## src/rtl/brq_pkg.sv

```systemverilog
// Shared writeback types: retiring-instruction class and the queue entry layout.
package brq_pkg;

    typedef enum logic [1:0] {
        WB_INSTR_LOAD  = 2'b00,
        WB_INSTR_STORE = 2'b01,
        WB_INSTR_OTHER = 2'b10
    } wb_instr_type_e;

    // Per-entry bookkeeping; write data lives in a separate XLEN-wide array.
    typedef struct packed {
        logic           valid;
        wb_instr_type_e instr_type;
        logic [31:0]    pc;
        logic           compressed;
        logic           perf_count;
        logic           we;
        logic           fp;
        logic [4:0]     waddr;
        logic           resp;
        logic           err;
    } wbq_entry_t;

    function automatic logic [31:0] reg_bit(logic [4:0] r);
        return 32'(1) << r;
    endfunction

endpackage

```

## src/rtl/brq_wbu_queue_if.sv

```systemverilog
// ID/EX push, LSU response and register-file write bundle of the writeback queue.
interface brq_wbu_queue_if #(
    parameter int XLEN = 32
);
    logic                    en_wb_i;
    logic                    ready_wb_o;
    brq_pkg::wb_instr_type_e instr_type_wb_i;
    logic [31:0]             pc_id_i;
    logic                    instr_is_compressed_id_i;
    logic                    instr_perf_count_id_i;
    logic [4:0]              rf_waddr_id_i;
    logic [XLEN-1:0]         rf_wdata_id_i;
    logic                    rf_we_id_i;
    logic                    fp_dest_i;
    logic                    lsu_resp_valid_i;
    logic                    lsu_resp_err_i;
    logic [XLEN-1:0]         rf_wdata_lsu_i;
    logic                    rf_we_wb_o;
    logic [4:0]              rf_waddr_wb_o;
    logic [XLEN-1:0]         rf_wdata_wb_o;
    logic                    fp_rf_we_wb_o;
    logic [4:0]              fp_rf_waddr_wb_o;
    logic [XLEN-1:0]         fp_rf_wdata_wb_o;
    logic [31:0]             int_pending_o;
    logic [31:0]             fp_pending_o;
    logic                    outstanding_load_wb_o;
    logic                    outstanding_store_wb_o;
    logic                    instr_done_wb_o;
    logic [31:0]             pc_wb_o;
    logic                    perf_instr_ret_wb_o;
    logic                    perf_instr_ret_compressed_wb_o;

    modport slave (
        input  en_wb_i, instr_type_wb_i, pc_id_i, instr_is_compressed_id_i,
               instr_perf_count_id_i, rf_waddr_id_i, rf_wdata_id_i, rf_we_id_i, fp_dest_i,
               lsu_resp_valid_i, lsu_resp_err_i, rf_wdata_lsu_i,
        output ready_wb_o, rf_we_wb_o, rf_waddr_wb_o, rf_wdata_wb_o,
               fp_rf_we_wb_o, fp_rf_waddr_wb_o, fp_rf_wdata_wb_o,
               int_pending_o, fp_pending_o, outstanding_load_wb_o, outstanding_store_wb_o,
               instr_done_wb_o, pc_wb_o, perf_instr_ret_wb_o, perf_instr_ret_compressed_wb_o
    );

    modport master (
        output en_wb_i, instr_type_wb_i, pc_id_i, instr_is_compressed_id_i,
               instr_perf_count_id_i, rf_waddr_id_i, rf_wdata_id_i, rf_we_id_i, fp_dest_i,
               lsu_resp_valid_i, lsu_resp_err_i, rf_wdata_lsu_i,
        input  ready_wb_o, rf_we_wb_o, rf_waddr_wb_o, rf_wdata_wb_o,
               fp_rf_we_wb_o, fp_rf_waddr_wb_o, fp_rf_wdata_wb_o,
               int_pending_o, fp_pending_o, outstanding_load_wb_o, outstanding_store_wb_o,
               instr_done_wb_o, pc_wb_o, perf_instr_ret_wb_o, perf_instr_ret_compressed_wb_o
    );
endinterface

```

## src/rtl/brq_wbu_queue.sv

```systemverilog
// In-order multi-entry writeback queue: holds retiring ID/EX results until their
// LSU responses arrive, retires one per cycle and exports pending-write masks.
module brq_wbu_queue
    import brq_pkg::*;
#(
    parameter int Depth    = 2,
    parameter int XLEN     = 32,
    parameter bit FpEnable = 1'b1
) (
    input  logic           clk_i,
    input  logic           rst_ni,
    brq_wbu_queue_if.slave wb
);

    localparam int PtrW = (Depth > 1) ? $clog2(Depth) : 1;
    localparam int CntW = $clog2(Depth + 1);

    logic [PtrW-1:0] head_q, head_d, tail_q, tail_d;
    logic [CntW-1:0] count_q, count_d;
    wbq_entry_t      ent_q [Depth];
    wbq_entry_t      ent_d [Depth];
    logic [XLEN-1:0] data_q[Depth];
    logic [XLEN-1:0] data_d[Depth];

    logic            resp_found, resp_hit, resp_hit_head;
    logic [PtrW-1:0] resp_idx;
    wbq_entry_t      head_e;
    logic            head_done, head_err, wr_en, push;
    logic [XLEN-1:0] wr_data;
    logic [31:0]     int_pend, fp_pend;
    logic            out_ld, out_st;

    function automatic logic [PtrW-1:0] ptr_inc(logic [PtrW-1:0] p);
        return (int'(p) == Depth - 1) ? '0 : p + 1'b1;
    endfunction

    // LSU responses complete in order, so they belong to the oldest unanswered memory op.
    always_comb begin : oldest_unanswered
        int idx;
        resp_found = 1'b0;
        resp_idx   = head_q;
        idx        = 0;
        for (int i = 0; i < Depth; i++) begin
            idx = int'(head_q) + i;
            if (idx >= Depth) idx = idx - Depth;
            if (!resp_found && ent_q[PtrW'(idx)].valid && !ent_q[PtrW'(idx)].resp &&
                ent_q[PtrW'(idx)].instr_type != WB_INSTR_OTHER) begin
                resp_found = 1'b1;
                resp_idx   = PtrW'(idx);
            end
        end
    end

    always_comb begin
        head_e        = ent_q[head_q];
        resp_hit      = wb.lsu_resp_valid_i & resp_found;
        resp_hit_head = resp_hit & (resp_idx == head_q);
        head_done     = head_e.valid &
                        ((head_e.instr_type == WB_INSTR_OTHER) | head_e.resp | resp_hit_head);
        head_err      = resp_hit_head ? wb.lsu_resp_err_i : head_e.err;
        wr_data       = resp_hit_head ? wb.rf_wdata_lsu_i : data_q[head_q];
        wr_en         = head_done & head_e.we & ~head_err &
                        (head_e.instr_type != WB_INSTR_STORE);
        push          = wb.en_wb_i & wb.ready_wb_o;
    end

    always_comb begin
        int_pend = '0;
        fp_pend  = '0;
        out_ld   = 1'b0;
        out_st   = 1'b0;
        for (int i = 0; i < Depth; i++) begin
            if (ent_q[PtrW'(i)].valid) begin
                if (ent_q[PtrW'(i)].we) begin
                    if (ent_q[PtrW'(i)].fp) fp_pend  = fp_pend  | reg_bit(ent_q[PtrW'(i)].waddr);
                    else                    int_pend = int_pend | reg_bit(ent_q[PtrW'(i)].waddr);
                end
                if (!ent_q[PtrW'(i)].resp) begin
                    if (ent_q[PtrW'(i)].instr_type == WB_INSTR_LOAD)  out_ld = 1'b1;
                    if (ent_q[PtrW'(i)].instr_type == WB_INSTR_STORE) out_st = 1'b1;
                end
            end
        end
    end

    // Retire frees the head slot before a same-cycle push may reuse it when full.
    always_comb begin
        ent_d   = ent_q;
        data_d  = data_q;
        head_d  = head_q;
        tail_d  = tail_q;
        if (resp_hit && !resp_hit_head) begin
            ent_d[resp_idx].resp = 1'b1;
            ent_d[resp_idx].err  = wb.lsu_resp_err_i;
            data_d[resp_idx]     = wb.rf_wdata_lsu_i;
        end
        if (head_done) begin
            ent_d[head_q].valid = 1'b0;
            head_d              = ptr_inc(head_q);
        end
        if (push) begin
            ent_d[tail_q].valid      = 1'b1;
            ent_d[tail_q].instr_type = wb.instr_type_wb_i;
            ent_d[tail_q].pc         = wb.pc_id_i;
            ent_d[tail_q].compressed = wb.instr_is_compressed_id_i;
            ent_d[tail_q].perf_count = wb.instr_perf_count_id_i;
            ent_d[tail_q].we         = wb.rf_we_id_i;
            ent_d[tail_q].fp         = wb.fp_dest_i & FpEnable;
            ent_d[tail_q].waddr      = wb.rf_waddr_id_i;
            ent_d[tail_q].resp       = 1'b0;
            ent_d[tail_q].err        = 1'b0;
            data_d[tail_q]           = wb.rf_wdata_id_i;
            tail_d                   = ptr_inc(tail_q);
        end
        count_d = count_q + CntW'(push) - CntW'(head_done);
    end

    always_ff @(posedge clk_i or negedge rst_ni) begin
        if (!rst_ni) begin
            head_q  <= '0;
            tail_q  <= '0;
            count_q <= '0;
            for (int i = 0; i < Depth; i++) ent_q[PtrW'(i)] <= '0;
        end else begin
            head_q  <= head_d;
            tail_q  <= tail_d;
            count_q <= count_d;
            ent_q   <= ent_d;
        end
    end

    // Write data is only consumed behind a valid entry, so it needs no reset.
    always_ff @(posedge clk_i) begin
        data_q <= data_d;
    end

    assign wb.ready_wb_o       = (int'(count_q) < Depth) | head_done;
    assign wb.rf_we_wb_o       = wr_en & ~head_e.fp;
    assign wb.rf_waddr_wb_o    = wb.rf_we_wb_o ? head_e.waddr : '0;
    assign wb.rf_wdata_wb_o    = wb.rf_we_wb_o ? wr_data : '0;
    assign wb.fp_rf_we_wb_o    = FpEnable & wr_en & head_e.fp;
    assign wb.fp_rf_waddr_wb_o = wb.fp_rf_we_wb_o ? head_e.waddr : '0;
    assign wb.fp_rf_wdata_wb_o = wb.fp_rf_we_wb_o ? wr_data : '0;
    assign wb.int_pending_o    = int_pend;
    assign wb.fp_pending_o     = FpEnable ? fp_pend : '0;
    assign wb.outstanding_load_wb_o  = out_ld;
    assign wb.outstanding_store_wb_o = out_st;
    assign wb.instr_done_wb_o  = head_done;
    assign wb.pc_wb_o          = head_e.valid ? head_e.pc : '0;
    assign wb.perf_instr_ret_wb_o            = head_done & head_e.perf_count & ~head_err;
    assign wb.perf_instr_ret_compressed_wb_o = wb.perf_instr_ret_wb_o & head_e.compressed;

    stray_lsu_resp: assert property (@(posedge clk_i) disable iff (!rst_ni)
        wb.lsu_resp_valid_i |-> resp_found)
        else $error("LSU response with no unanswered load/store in the writeback queue");

endmodule
```

## src/flat_wrapper.sv

```systemverilog
// flat-port wrapper written by rule: the top's interface ports become plain ports
module brq_wbu_queue_flat import brq_pkg::*;
#(
    parameter int Depth    = 2,
    parameter int XLEN     = 32,
    parameter bit FpEnable = 1'b1
)
  (clk_i, rst_ni, wb_en_wb_i, wb_instr_type_wb_i, wb_pc_id_i, wb_instr_is_compressed_id_i, wb_instr_perf_count_id_i, wb_rf_waddr_id_i, wb_rf_wdata_id_i, wb_rf_we_id_i, wb_fp_dest_i, wb_lsu_resp_valid_i, wb_lsu_resp_err_i, wb_rf_wdata_lsu_i, wb_ready_wb_o, wb_rf_we_wb_o, wb_rf_waddr_wb_o, wb_rf_wdata_wb_o, wb_fp_rf_we_wb_o, wb_fp_rf_waddr_wb_o, wb_fp_rf_wdata_wb_o, wb_int_pending_o, wb_fp_pending_o, wb_outstanding_load_wb_o, wb_outstanding_store_wb_o, wb_instr_done_wb_o, wb_pc_wb_o, wb_perf_instr_ret_wb_o, wb_perf_instr_ret_compressed_wb_o);
  brq_wbu_queue_if #(.XLEN(XLEN)) wb_i ();
  input  logic clk_i;
  input  logic rst_ni;
  input wire logic [$bits(wb_i.en_wb_i)-1:0] wb_en_wb_i;
  input wire logic [$bits(wb_i.instr_type_wb_i)-1:0] wb_instr_type_wb_i;
  input wire logic [$bits(wb_i.pc_id_i)-1:0] wb_pc_id_i;
  input wire logic [$bits(wb_i.instr_is_compressed_id_i)-1:0] wb_instr_is_compressed_id_i;
  input wire logic [$bits(wb_i.instr_perf_count_id_i)-1:0] wb_instr_perf_count_id_i;
  input wire logic [$bits(wb_i.rf_waddr_id_i)-1:0] wb_rf_waddr_id_i;
  input wire logic [$bits(wb_i.rf_wdata_id_i)-1:0] wb_rf_wdata_id_i;
  input wire logic [$bits(wb_i.rf_we_id_i)-1:0] wb_rf_we_id_i;
  input wire logic [$bits(wb_i.fp_dest_i)-1:0] wb_fp_dest_i;
  input wire logic [$bits(wb_i.lsu_resp_valid_i)-1:0] wb_lsu_resp_valid_i;
  input wire logic [$bits(wb_i.lsu_resp_err_i)-1:0] wb_lsu_resp_err_i;
  input wire logic [$bits(wb_i.rf_wdata_lsu_i)-1:0] wb_rf_wdata_lsu_i;
  output wire logic [$bits(wb_i.ready_wb_o)-1:0] wb_ready_wb_o;
  output wire logic [$bits(wb_i.rf_we_wb_o)-1:0] wb_rf_we_wb_o;
  output wire logic [$bits(wb_i.rf_waddr_wb_o)-1:0] wb_rf_waddr_wb_o;
  output wire logic [$bits(wb_i.rf_wdata_wb_o)-1:0] wb_rf_wdata_wb_o;
  output wire logic [$bits(wb_i.fp_rf_we_wb_o)-1:0] wb_fp_rf_we_wb_o;
  output wire logic [$bits(wb_i.fp_rf_waddr_wb_o)-1:0] wb_fp_rf_waddr_wb_o;
  output wire logic [$bits(wb_i.fp_rf_wdata_wb_o)-1:0] wb_fp_rf_wdata_wb_o;
  output wire logic [$bits(wb_i.int_pending_o)-1:0] wb_int_pending_o;
  output wire logic [$bits(wb_i.fp_pending_o)-1:0] wb_fp_pending_o;
  output wire logic [$bits(wb_i.outstanding_load_wb_o)-1:0] wb_outstanding_load_wb_o;
  output wire logic [$bits(wb_i.outstanding_store_wb_o)-1:0] wb_outstanding_store_wb_o;
  output wire logic [$bits(wb_i.instr_done_wb_o)-1:0] wb_instr_done_wb_o;
  output wire logic [$bits(wb_i.pc_wb_o)-1:0] wb_pc_wb_o;
  output wire logic [$bits(wb_i.perf_instr_ret_wb_o)-1:0] wb_perf_instr_ret_wb_o;
  output wire logic [$bits(wb_i.perf_instr_ret_compressed_wb_o)-1:0] wb_perf_instr_ret_compressed_wb_o;
  assign wb_i.en_wb_i = wb_en_wb_i;
  assign wb_i.instr_type_wb_i = wb_instr_type_wb_i;
  assign wb_i.pc_id_i = wb_pc_id_i;
  assign wb_i.instr_is_compressed_id_i = wb_instr_is_compressed_id_i;
  assign wb_i.instr_perf_count_id_i = wb_instr_perf_count_id_i;
  assign wb_i.rf_waddr_id_i = wb_rf_waddr_id_i;
  assign wb_i.rf_wdata_id_i = wb_rf_wdata_id_i;
  assign wb_i.rf_we_id_i = wb_rf_we_id_i;
  assign wb_i.fp_dest_i = wb_fp_dest_i;
  assign wb_i.lsu_resp_valid_i = wb_lsu_resp_valid_i;
  assign wb_i.lsu_resp_err_i = wb_lsu_resp_err_i;
  assign wb_i.rf_wdata_lsu_i = wb_rf_wdata_lsu_i;
  assign wb_ready_wb_o = wb_i.ready_wb_o;
  assign wb_rf_we_wb_o = wb_i.rf_we_wb_o;
  assign wb_rf_waddr_wb_o = wb_i.rf_waddr_wb_o;
  assign wb_rf_wdata_wb_o = wb_i.rf_wdata_wb_o;
  assign wb_fp_rf_we_wb_o = wb_i.fp_rf_we_wb_o;
  assign wb_fp_rf_waddr_wb_o = wb_i.fp_rf_waddr_wb_o;
  assign wb_fp_rf_wdata_wb_o = wb_i.fp_rf_wdata_wb_o;
  assign wb_int_pending_o = wb_i.int_pending_o;
  assign wb_fp_pending_o = wb_i.fp_pending_o;
  assign wb_outstanding_load_wb_o = wb_i.outstanding_load_wb_o;
  assign wb_outstanding_store_wb_o = wb_i.outstanding_store_wb_o;
  assign wb_instr_done_wb_o = wb_i.instr_done_wb_o;
  assign wb_pc_wb_o = wb_i.pc_wb_o;
  assign wb_perf_instr_ret_wb_o = wb_i.perf_instr_ret_wb_o;
  assign wb_perf_instr_ret_compressed_wb_o = wb_i.perf_instr_ret_compressed_wb_o;
  brq_wbu_queue #(.Depth(Depth), .XLEN(XLEN), .FpEnable(FpEnable)) u_core (.clk_i(clk_i), .rst_ni(rst_ni), .wb(wb_i));
endmodule
```

## config.mk

```make
export PLATFORM = sky130hd
export DESIGN_NAME = brq_wbu_queue_flat
export DESIGN_NICKNAME = d
export VERILOG_FILES = /design/src/rtl/brq_pkg.sv /design/src/rtl/brq_wbu_queue_if.sv /design/src/rtl/brq_wbu_queue.sv /design/src/flat_wrapper.sv
export SDC_FILE = /design/constraint.sdc
export NUM_CORES = 1
export LEC_CHECK = 0
export BUFFER_PORTS_ARGS = -buffer_cell sky130_fd_sc_hd__buf_2
export CORE_ASPECT_RATIO = 2
export CORE_MARGIN = 2
export CORE_UTILIZATION = 50
export DETAILED_ROUTE_END_ITERATION = 6
export HOLD_SLACK_MARGIN = 0.03
export PLACE_DENSITY = 0.86
export SLEW_MARGIN = 20
export SYNTH_ARGS = -nofsm -noshare
export SYNTH_HDL_FRONTEND = slang
export SYNTH_SLANG_ARGS = --single-unit
```

## constraint.sdc

```tcl
create_clock -name clk_i -period 3.95 [get_ports clk_i]
set_input_delay 0.395 -clock clk_i [delete_from_list [all_inputs] [get_ports clk_i]]
set_output_delay 0.395 -clock clk_i [all_outputs]
set_load 0.005 [all_outputs]
```

======== Word level (Yosys, flattened, before mapping) ========
Cells that the tools add are included.
storage, ports and cells
  input bits .............................. 112
  word-level logic and storage cells ...... 173
  bits in registers ....................... 160
  output and inout bits ................... 178
operators by class
  reduce and logical (&&, ||, !) cells .... 14
  bitwise gates (word level) .............. 22
  $lt $le $gt $ge ......................... 11
  mux-type cells .......................... 87
  shifts and indexed selects .............. 1
  equality and inequality tests ........... 6
  add/subtract/negate cells ............... 7
operator list
  cell                    number
  $bwmux W92              13
  $demux W46 S1           13
  $mux W32                15
  $mux W46                9
  $mux W92                3
  $bwmux W64              2
  $mux W64                2
  $demux W32 S1           2
  $mux W45                1
  $mux W43                1
  $shl A1 B5 Y32 const A  1
  $mux W1                 17
  $and A1 B1 Y1           12
  $mux W11                1
  $mux W10                1
  $mux W5                 2
  $logic_and A1 B1 Y1     9
  $mux W9                 1
  $ge A2 B2 Y1 const B    4
  $mux W8                 1
  $mux W7                 1
  $ge A1 B2 Y1 const B    3
  $lt A2 B1 Y1 const B    3
  $not A1 Y2              3
  16 further kinds        28

======== Longest topological paths before layout ========
  word-level depth ........................ 36
  mapped depth ............................ 11

======== Least setup slack after synthesis ========
No wires, ideal clock.
  kind .................................... reg-to-reg
  from .................................... register u_core.ent_q[91] (netlist name)
  to ...................................... register u_core.ent_q[10] (netlist bit) (enable)
  library setup time ...................... 0.405 ns
  required time ........................... 3.545 ns
  cell stages (with the launch flop) ...... 9
  slack ................................... 0.882 ns
  arrival ................................. 2.664 ns
  path buffers ............................ 3
  clock period less this slack ............ 3.068 ns
  cells stage by stage .................... dfrtp_1 -> buf_2 -> and3b_1 -> and2_1 -> buf_2 -> o21ai_4 -> a211oi_4 -> clkbuf_1 -> and2_1
RTL lines
  what                  line                  RTL
  end signal, assigned  brq_wbu_queue.sv:128  ent_q <= ent_d;
  end, declared         brq_wbu_queue.sv:20   wbq_entry_t ent_q [Depth];

======== Worst setup path in the final report ========
  from .................................... register u_core.ent_q[91] (netlist bit)
  to ...................................... output wb_rf_wdata_wb_o[29]
on the way
  longest elaborated chain between the ends .. 19
RTL lines
  what                                           line                                      RTL
  $mux W46 (2 in a row)                          --
  $logic_and A1 B1 Y1 (2 in a row)               brq_wbu_queue.sv:46                       if (!resp_found && ent_q[PtrW'(idx)].valid && !ent_q[PtrW'(idx)].resp &&
  $mux W1                                        brq_wbu_queue.sv:46
  $logic_not A1 Y1                               brq_wbu_queue.sv:46
  $logic_and A1 B1 Y1 (3 in a row)               brq_wbu_queue.sv:46
  $mux W1                                        brq_wbu_queue.sv:46
  $and A1 B1 Y1 or $eq A1 B1 Y1 (tied branches)  brq_wbu_queue.sv:56, brq_wbu_queue.sv:57
  $and A1 B1 Y1                                  brq_wbu_queue.sv:57                       resp_hit_head = resp_hit & (resp_idx == head_q);
  $or A1 B1 Y1                                   brq_wbu_queue.sv:59                       ((head_e.instr_type == WB_INSTR_OTHER) | head_e.resp | resp_hit_head);
  $and A1 B1 Y1                                  brq_wbu_queue.sv:58                       head_done = head_e.valid &
  $and A1 B1 Y1 (3 in a row)                     brq_wbu_queue.sv:62                       wr_en = head_done & head_e.we & ~head_err &
  $and A1 B1 Y1                                  brq_wbu_queue.sv:138                      assign wb.rf_we_wb_o = wr_en & ~head_e.fp;
  $mux W32 *                                     brq_wbu_queue.sv:140                      assign wb.rf_wdata_wb_o = wb.rf_we_wb_o ? wr_data : '0;
  end, declared                                  flat_wrapper.sv:27                        output wire logic [$bits(wb_i.rf_wdata_wb_o)-1:0] wb_rf_wdata_wb_o;
Every way passes the cells marked *; elsewhere a longest branch is shown, timed or not. The select of a mux whose other input is x is not followed.

==> results.sh <==
export IMPL_met3_usage_pct=4.48
export IMPL_antenna_violating_nets_post_route=0
export IMPL_htree_levels=4
export IMPL_syn2layout_area_growth_pct=27.3
export IMPL_cp_max_fo=37
export IMPL_synth_seq_cells=160
export IMPL_tightest_slew_ns=0.810
export IMPL_syn_instance_count=769
export IMPL_cts_sinks=160
export IMPL_cts_resized=0
export IMPL_grt_usage_pct=23.5
export IMPL_rr_worst_depth=6
export IMPL_grt_busiest_layer="met2"
export IMPL_num_nets_final=1149
export IMPL_total_leakage_power_uw=0.00488
export IMPL_die_area_sq_um=16800
export IMPL_clock_root_buffer="clkbuf_16"
export IMPL_grt_setup_unrepaired="no"
export IMPL_skew_ns=0.0158
export IMPL_synth_top_cell_area_share_pct=17.6
export IMPL_overflow=0
export IMPL_netlist_area_sq_um=7870
export IMPL_r2r_start="u_core.ent_q[91]$_DFF_PN0_"
export IMPL_cp_startpoint="u_core.ent_q[91]$_DFF_PN0_"
export IMPL_cp_end_kind="primary output"
export IMPL_synth_cell_types=45
export IMPL_grt_first_pass_wirelength_um=31400
export IMPL_cts_hold_buf=0
export IMPL_dp_final_hpwl_um=14400
export IMPL_synth_fp_nets=882
export IMPL_synth_top_family_by_area="multiplexers"
export IMPL_ir_drop_uv=442
export IMPL_synth_seq_area_share_pct=49.7
export IMPL_gp_congestion=0.913
export IMPL_synth_xor_area_share_pct=0.334
export IMPL_cts_max_path_buffers=2
export IMPL_min_period_over_period_pct=77.7
export IMPL_wl_per_cell_um=15.9
export IMPL_initial_core_util_pct=51.2
export IMPL_layout_drive_gt1_share_pct=41.5
export IMPL_post_route_min_period_ns=3.07
export IMPL_critPathKind="reg -> out"
export IMPL_fp_dieW_um=92.7
export IMPL_synth_edf_count=46
export IMPL_portBuffers=289
export IMPL_synth_compound_area_share_pct=4.23
export IMPL_grt_pass1_vias=6446
export IMPL_synthArstFlopShare_pct=31.3
export IMPL_slew_violations=0
export IMPL_clk_pin_slew_ns=0.07
export IMPL_rows=64
export IMPL_hold_viol=0
export IMPL_yosys_top_cells_area="edfxtp_1, dfxtp_1, dfrtp_1, mux2_2, nor2_1"
export IMPL_max_cap_violations=0
export IMPL_synth_common_cells="nor2_1, mux2_2, mux2i_1"
export IMPL_endpoint="wb_rf_wdata_wb_o[29]"
export IMPL_r2r_end="u_core.data_q[30]$_DFF_P_"
export IMPL_synth_area_per_cell_sq_um=10.2
export IMPL_synth_fa_ha_area_share_pct=0.159
export IMPL_grt_use_met1_pct=27.7
export IMPL_cts_buffers=17
export IMPL_hold_ws_ns=0.206
export IMPL_powerDensity_nw_per_um2=749
export IMPL_fillers=1332
export IMPL_vias=6488
export IMPL_coreArea_sq_um=15400
export IMPL_yosysMostFrequentCell="nor2_1"
export IMPL_hp_class="in -> async"
export IMPL_drc=0
export IMPL_ys_warn_count=0
export IMPL_rrSetupSlack_ns=1.19
export IMPL_pin_count=290
export IMPL_tns_ns=0
export IMPL_grt_antenna_before_repair=3
export IMPL_drt_iter0_markers=330
export IMPL_relSlewSlack_pct=46.0
export IMPL_max_freq_mhz=326
export IMPL_postCtsSetupBuffers=0
export IMPL_setup_viol=0
export IMPL_dr_pass1_iters=5
export IMPL_yosysTopAreaCell="edfxtp_1"
export IMPL_finalWirelength_um=19900
export IMPL_muxShareOfSynthArea_pct=24.5
export IMPL_cp_arrival_ns=2.67
export IMPL_worst_ep_required_time_ns=3.56
export IMPL_synth_simple_area_share_pct=17.1
export IMPL_worst_setup_path_start_kind="flop"
export IMPL_grt_util_met2_pct=41.6
export IMPL_die_y_um=181
export IMPL_outcome="finished, final reports clean"
export IMPL_clk_latency_ns=0.41
export IMPL_cts_tree="done"
export IMPL_drt_vias_per_instance=5.19
export IMPL_grt_max_degree=79
export IMPL_synth_ff_type="dfxtp_1"
[registers in the layout (all words and copies together), names as in the netlist]
register	count
u_core.data_q	64
u_core.tail_q	1
u_core.head_q	1
u_core.count_q	2
u_core.ent_q	92
[power breakdown]
part	leakage (uW)	switching (uW)	internal [uW]
logic	0.00302	1580	1480
clock network	0.000288	716	877
registers	0.00157	441	2400
total	0.00488	2740	4760
[layout make-up]
type | instances | area [sq um] | share of cell area, %
Antenna cell | 3 | 7.51 | 0.0749
Clock buffer | 18 | 450 | 4.50
Clock inverter | 14 | 139 | 1.39
Inverter | 13 | 48.8 | 0.487
Multi-Input combinational cell | 543 | 3660 | 36.5
Sequential cell | 160 | 3920 | 39.1
Tap cell | 198 | 248 | 2.47
Timing Repair Buffer | 301 | 1550 | 15.5
[layer usage]
layer / vias to the layer above / wire (um)
li1: 3132 / -
met1: 3078 / 7910
met2: 237 / 10300
met3: 41 / 1000
met4: 0 / 643
met5: - / 0
[cells by family (layout without fill, tap and decap cells)]
kind of cell,count (synthesis),in the layout
xor gates and xnor gates,3,3
DFF,160,160
muxes,179,179
other,0,3
AOI/OAI and AO/OA,51,51
adders and majority gates,1,1
buffers and inverters,66,346
and+or+nand+nor,309,309
[worst min path at each step]
stage                                   start                           end  slack, ns  cells past startpoint
global route             wb_rf_wdata_id_i[22]     u_core.data_q[54]$_DFF_P_       0.19                      2
finish                                 rst_ni  u_core.ent_q[69]$_DFFE_PN0P_       0.21                      2
detailed placement  u_core.data_q[62]$_DFF_P_     u_core.data_q[62]$_DFF_P_       0.45                      1
global placement    u_core.data_q[52]$_DFF_P_     u_core.data_q[52]$_DFF_P_       0.44                      1
CTS                      wb_rf_wdata_id_i[19]     u_core.data_q[51]$_DFF_P_       0.19                      2
floorplan                              rst_ni   u_core.count_q[0]$_DFF_PN0_        0.1                      0
[critical path, stage by stage (launching register included)]
cell     delay (ns)
dfrtp_1        0.49
and3b_1        0.25
and2_2         0.30
o31ai_1        0.47
nand3_2        0.10
buf_4          0.29
nor2_1         0.21
buf_2          0.15
[metrics by stage]
stage	std cells	utilization [%]	total power [uW]	cell area (sq um)	setup slack [ns]
after CTS	1247	65.1	7560	10000	0.846
after detailed placement	1215	61.3	5950	9420	1.19
after global placement	1215	61.3	5830	9420	1.23
after global routing	1250	65.2	8030	10000	0.708
final	1250	65.2	7510	10000	0.882
after floorplan	769	-	5110	7870	0.882
[cells in the final DEF, fill, tap and decap left out, types with 2 or more instances in the layout]
cell type    n
o21ai_0      2
buf_2      289
or3_1        2
o211ai_1     2
edfxtp_1    46
nor2_1     215
or2_2        2
a211oi_4     2
clkbuf_16   18
and2_2       2
inv_1       13
nor3b_1      2
dfrtp_1     49
nand2_1     17
nor2b_1      5
dfxtp_1     64
buf_4       11
nand4_1      3
diode_2      3
inv_6        4
mux2i_1     71
a21oi_1     34
nand3_1      9
inv_8        4
mux2_1      17
nand2b_1     3
mux2_2      91
xnor2_1      3
and2_1      43
clkinv_8     2
Note: power is estimated with default switching activity, not from simulation.
